--- src/rtl/ins_fetch.sv ---
// Instruction fetch unit: owns the PC, reads a synchronous ROM and hands
// one- or two-word instructions to the decoder. Optional macro: FETCH_CNT_EN.
module ins_fetch #(
    parameter int                 ADDR_W   = 16,
    parameter int                 DATA_W   = 16,
    parameter logic [ADDR_W-1:0]  RESET_PC = '0
) (
    input  logic              clk,
    input  logic              rst_n,
    input  logic              en,
    output logic [ADDR_W-1:0] rom_addr,
    input  logic [DATA_W-1:0] rom_data,
    input  logic              pc_load,
    input  logic [ADDR_W-1:0] pc_load_addr,
    output logic              ins_valid,
    input  logic              ins_ready,
    output logic [DATA_W-1:0] ins_word,
    output logic [DATA_W-1:0] ins_ext,
    output logic              ins_two_word,
    output logic [ADDR_W-1:0] ins_pc,
    output logic [15:0]       fetch_count
);

    typedef enum logic [2:0] {
        S_IDLE,
        S_ADDR,
        S_WORD1,
        S_ADDR2,
        S_WORD2,
        S_OUT
    } state_t;

    state_t            r_state;
    logic [ADDR_W-1:0] r_pc;
    logic              r_valid;
    logic [DATA_W-1:0] r_word;
    logic [DATA_W-1:0] r_ext;
    logic              r_two;
    logic [ADDR_W-1:0] r_ipc;

    logic              w_hs;
    logic              w_two;
    logic [ADDR_W-1:0] w_pc_inc;

    assign w_hs     = r_valid & ins_ready;
    assign w_two    = (rom_data[DATA_W-1:DATA_W-2] == 2'b10);
    assign w_pc_inc = r_pc + ADDR_W'(1);

    assign rom_addr     = r_pc;
    assign ins_valid    = r_valid;
    assign ins_word     = r_word;
    assign ins_ext      = r_ext;
    assign ins_two_word = r_two;
    assign ins_pc       = r_ipc;

    // Fetch sequencer: PC, capture registers and registered valid.
    always_ff @(posedge clk or negedge rst_n) begin
        if (!rst_n) begin
            r_state <= S_IDLE;
            r_pc    <= RESET_PC;
            r_valid <= 1'b0;
            r_word  <= '0;
            r_ext   <= '0;
            r_two   <= 1'b0;
            r_ipc   <= '0;
        end else if (pc_load) begin
            // A jump discards whatever was in flight.
            r_pc    <= pc_load_addr;
            r_valid <= 1'b0;
            r_state <= en ? S_ADDR : S_IDLE;
        end else begin
            unique case (r_state)
                S_IDLE: begin
                    if (en) r_state <= S_ADDR;
                end
                S_ADDR: begin
                    r_state <= S_WORD1;
                end
                S_WORD1: begin
                    r_word <= rom_data;
                    r_ipc  <= r_pc;
                    r_pc   <= w_pc_inc;
                    if (w_two) begin
                        r_state <= S_ADDR2;
                    end else begin
                        r_ext   <= '0;
                        r_two   <= 1'b0;
                        r_valid <= 1'b1;
                        r_state <= S_OUT;
                    end
                end
                S_ADDR2: begin
                    r_state <= S_WORD2;
                end
                S_WORD2: begin
                    r_ext   <= rom_data;
                    r_two   <= 1'b1;
                    r_pc    <= w_pc_inc;
                    r_valid <= 1'b1;
                    r_state <= S_OUT;
                end
                S_OUT: begin
                    // The ROM samples the next PC on the accepting edge.
                    if (w_hs) begin
                        r_valid <= 1'b0;
                        r_state <= en ? S_WORD1 : S_IDLE;
                    end
                end
                default: begin
                    r_valid <= 1'b0;
                    r_state <= S_IDLE;
                end
            endcase
        end
    end

`ifdef FETCH_CNT_EN
    logic [15:0] r_fcnt;

    // Saturating count of accepted instructions; jumps do not clear it.
    always_ff @(posedge clk or negedge rst_n) begin
        if (!rst_n) begin
            r_fcnt <= '0;
        end else if (w_hs && (r_fcnt != 16'hFFFF)) begin
            r_fcnt <= r_fcnt + 16'd1;
        end
    end

    assign fetch_count = r_fcnt;
`else
    assign fetch_count = 16'h0000;
`endif

endmodule
--- config.mk ---
export PLATFORM = sky130hd
export DESIGN_NAME = ins_fetch
export DESIGN_NICKNAME = d
export VERILOG_FILES = /design/src/rtl/ins_fetch.sv
export SDC_FILE = /design/constraint.sdc
export NUM_CORES = 1
export LEC_CHECK = 0
export ABC_AREA = 1
export CAP_MARGIN = 20
export CORE_ASPECT_RATIO = 0.75
export CORE_MARGIN = 3
export CORE_UTILIZATION = 35
export CTS_CLUSTER_DIAMETER = 150
export DETAILED_ROUTE_END_ITERATION = 10
export PLACE_DENSITY = 0.75
export SLEW_MARGIN = 30
export SYNTH_ARGS = -nofsm -noshare
export SYNTH_HDL_FRONTEND = slang
export SYNTH_SLANG_ARGS = --single-unit
--- constraint.sdc ---
create_clock -name clk -period 1.3 [get_ports clk]
set_input_delay 0.13 -clock clk [delete_from_list [all_inputs] [get_ports clk]]
set_output_delay 0.13 -clock clk [all_outputs]
set_load 0.05 [all_outputs]
==> results.txt <==
Summing the areas of all fa, ha and maj instances in the mapped netlist gives 0.380% of the synthesized area. The number of global-route vias before repair is 3192. The height of the die came out at 90.1 um.

The count of TritonRoute iterations in the first routing pass is 5. The routed wire length came out at 10400 um. The max-slew violation total from the final report came out at 0. The number of inserted filler cells in the final layout came out at 657. The HPWL after detailed placement is 7440 um. For this run, the post-layout net count is 561. The chip width is 118 um. The via-per-instance ratio came out at 4.84. The number of standard-cell rows in the floorplan came out at 30. The die covers 10600 sq um. Global routing consumed, over all layers together, 18.6% of the routing resources.

The async set-reset flop share out of synthesis came out at 100%. The net load switching power is 5.74 mW. In this run, placement finished with an instance count of 629. The slowest stage of the critical path is the dfrtp_1 cell. The design draws 13.6 mW.

The cell count after synthesis is 371. Buffers inserted during clock tree synthesis total 9. The fraction of layout instances using a drive strength above 1 is 44.6%.

Counting flops with a built-in enable in the synthesized netlist gives 0. The clock tree from TritonCTS is built. The post-synthesis simple-gate area fraction came out at 22.5%. The required time at the worst-slack endpoint came out at 1.51 ns.

For this block, the via count after detailed routing is 3171. The internal power is 7.81 mW. The total cell area at the placement stage came out at 5420 sq um. The final worst-path setup slack came out at -0.146 ns. Along the worst path, the maximum fanout reaches 8. The worst setup path is launched from a flip-flop.

The largest net degree at the start of global routing is 27. The residual DRC count came out at 0. The total area inside the core boundary comes to 9120 sq um. The power density over cell area is 2200 nW/um^2. The most used flip-flop cell after synthesis is dfrtp_1. The capturing element type of the critical path is a flip-flop.

The maximum VDD drop is 1940 uV. The leakage power is 2.80 nW. The power share of the sequential group is 28.0%.

The setup total negative slack came out at -4.99 ns. The run finished, with violations left. The most numerous cell type found on the critical path is nor2_4. For this run the aggregate overflow at the end of global routing stands at 0.

Setup repair after global routing could not meet its margin everywhere. The min-delay analysis places its worst path in the category input port to async pin. The Yosys step of the flow raised 0 warnings. The ratio of final minimum period to clock period came out at 111%. The worst register-to-register path has a setup slack of -0.15 ns. The final instance count without filler cells came out at 655.

The area fraction in compound gates after synthesis is 10.1%. Per report_power, the clock group accounts for 16.1% of the total. The number of port buffers came out at 102. The average wire length per cell after detail routing came out at 15.8 um.

The number of cells traversed by the worst register-to-register path is 6. The share of the Yosys chip area taken by registers is 52.4%. The multiplexer share of the synthesized area came out at 4.44%.

The count of different cell masters after synthesis is 31. The reg-to-reg startpoint is r_state[1]. The finished layout cell area came out at 6150 sq um. The maximum clock insertion buffer count came out at 2. The worst setup path is of the flip-flop to flip-flop kind.

The final reports fail on negative setup slack. The fraction of power spent switching nets is 42.4%. The DRC violation total after the first TritonRoute iteration is 235. Derived from the worst setup path, the maximum achievable clock frequency is 692 MHz.

The logic depth of the worst setup path including buffers is 6. The clock sink total is 69. The detail route stage leaves a number of antenna-violating nets equal to 0. The clock latency on the worst-skew pair came out at 0.32 ns. The post-route clock skew came out at 0.00543 ns. The signal arrival time at the worst endpoint is 1.65 ns.

The initial antenna violation count came out at 0. The antenna diode count came out at 0. The final hold violation count is 0. CTS placed an instance of clkbuf_16 at the clock tree root. The number of register bits inferred by synthesis is 69.

The maximum cell stage delay along the critical path is 0.39 ns. Of the total power, combinational logic draws 55.9%. Once the floorplan was initialized, standard cells occupied 36.1% of the core. By area, the combinational part of the netlist is dominated by simple AND/OR/NAND/NOR gates. The final critical path time including I/O delays and setup came out at 1.45 ns.

The count of max-cap constraint violations came out at 0. The I/O pin count is 119. The post-synthesis instance area came out at 3300 sq um. The critical path goes through inv_2 -> nor2_4 -> nand2_4 -> nor2_4 -> buf_8 -> mux2_2.

The routability congestion estimate from global placement is 0.888. Clock-pin slew was measured on the worst setup and hold paths at 0.06 ns. The first-pass GRT wire length came out at 16100 um. The depth of the CTS H-tree is 3. After Yosys synthesis, XOR and XNOR cells account for 0.531% of the synthesized area. The family with the most delay on the worst path is flip-flops. Setup violations remaining at the end of the flow were counted as 63.

A synthesized cell averages 8.89 sq um. The count of buffer and inverter cells on the critical path is 2. The capture instance of the worst register-to-register path is ins_pc[2]. Compared with the post-synthesis result, the final layout area differs by 86.6%. The origin of the worst setup path is r_state[1].
==> cell type report <==
cell class / count / area, sq um / share of cell area, %
timing repair buffer: 153 / 2180 / 35.4
sequential: 69 / 1740 / 28.3
multi-input combinational: 256 / 1670 / 27.1
clock buffer: 9 / 225 / 3.66
tap: 128 / 160 / 2.60
inverter: 34 / 136 / 2.22
clock inverter: 6 / 41.3 / 0.671
==> per-layer routing <==
| metal | up-vias | wire length [um] | track usage, % |
|---|---|---|---|
| met5 | - | 0 | 0 |
| met3 | 19 | 759 | 5.41 |
| li1 | 1480 | - | - |
| met1 | 1527 | 4560 | 25.7 |
| met2 | 145 | 4920 | 28.8 |
| met4 | 0 | 130 | 4.68 |
==> timing repair <==
| action | 4_1_cts | 5_1_grt |
|---|---|---|
| setup buffers | 2 | 5 |
| setup endpoints to repair | 63 | 66 |
| cloned | 0 | 3 |
| pin swaps | 4 | 3 |
| endpoints found under the hold margin | 23 | 0 |
| hold buffers | 1 | 0 |
| resized for setup | 19 | 68 |
==> cell usage after synthesis, types with 3 or more instances <==
cell type	instances	area share [%]
o211ai_1	4	0.91
a22oi_1	4	0.91
clkbuf_1	3	0.34
nor3_1	3	0.46
o21ai_0	9	1.4
a21oi_1	25	3.8
dfrtp_1	69	52
o21ai_2	7	1.9
buf_4	18	4.1
inv_2	3	0.34
mux2_2	13	4.4
nand4_1	4	0.76
inv_1	31	3.5
nand2_4	3	1.0
nand2_1	87	9.9
nor2_1	40	4.6
buf_2	4	0.61
nand3_1	27	4.1
==> state kept, by name, summed over array words and instances, names as in the netlist <==
| register | cells |
|---|---|
| ins_valid | 1 |
| ins_pc | 16 |
| ins_word | 16 |
| rom_addr | 16 |
| ins_ext | 16 |
| r_state | 3 |
| ins_two_word | 1 |
==> worst max-delay path by stage <==
stage               slack (ns)     endpoint
global route             -0.22  ins_ext[15]
CTS                      -0.11  ins_word[6]
floorplan                -0.09  ins_word[2]
detailed placement       -0.31   ins_ext[5]
finish                   -0.15    ins_pc[2]
global placement         -0.27  ins_ext[14]
==> stage by stage <==
stage | setup WS (ns) | util (%) | hold slack (ns)
final | -0.146 | 67.5 | 0.265
after global routing | -0.221 | 67.5 | 0.299
after CTS | -0.107 | 63.4 | 0.277
after detailed placement | -0.310 | 59.4 | 0.0754
after global placement | -0.272 | 59.4 | 0.0690
after floorplan | -0.0904 | - | -0.166
==> logic make-up (layout without fill, tap and decap cells) <==
group,after synthesis,count (layout)
other,1,16
DFF,69,69
and+or+nand+nor,169,169
AOI/OAI and AO/OA,55,55
xor gates and xnor gates,2,2
buffers and inverters,61,202
adders and majority gates,1,1
muxes,13,13
==> power groups by stage <==
stage | clock network, mW | logic (mW) | registers, mW
after global routing | 2.31 | 7.90 | 3.88
after global placement | 0 | 6.93 | 3.64
after CTS | 2.23 | 7.14 | 3.66
final | 2.18 | 7.58 | 3.80
after detailed placement | 0 | 7.02 | 3.68
after floorplan | 0 | 1.21 | 5.63
==> cell usage in the layout (no fill, tap or decap), types with 5 or more instances in the layout <==
cell / synthesis / layout
buf_4: 18 / 40
conb_1: 1 / 16
nor2_4: 2 / 22
nand3_1: 27 / 22
nor2_2: 1 / 5
a21oi_1: 25 / 8
dfrtp_2: 0 / 14
nand2_1: 87 / 82
clkdlybuf4s50_1: 0 / 35
o21ai_2: 7 / 7
nor2_1: 40 / 16
dfrtp_1: 69 / 55
buf_12: 0 / 69
inv_1: 31 / 27
o21ai_0: 9 / 6
mux2_4: 0 / 12
a21oi_2: 0 / 17
clkbuf_16: 0 / 12
No activity file was read; power rests on OpenSTA's default activity.
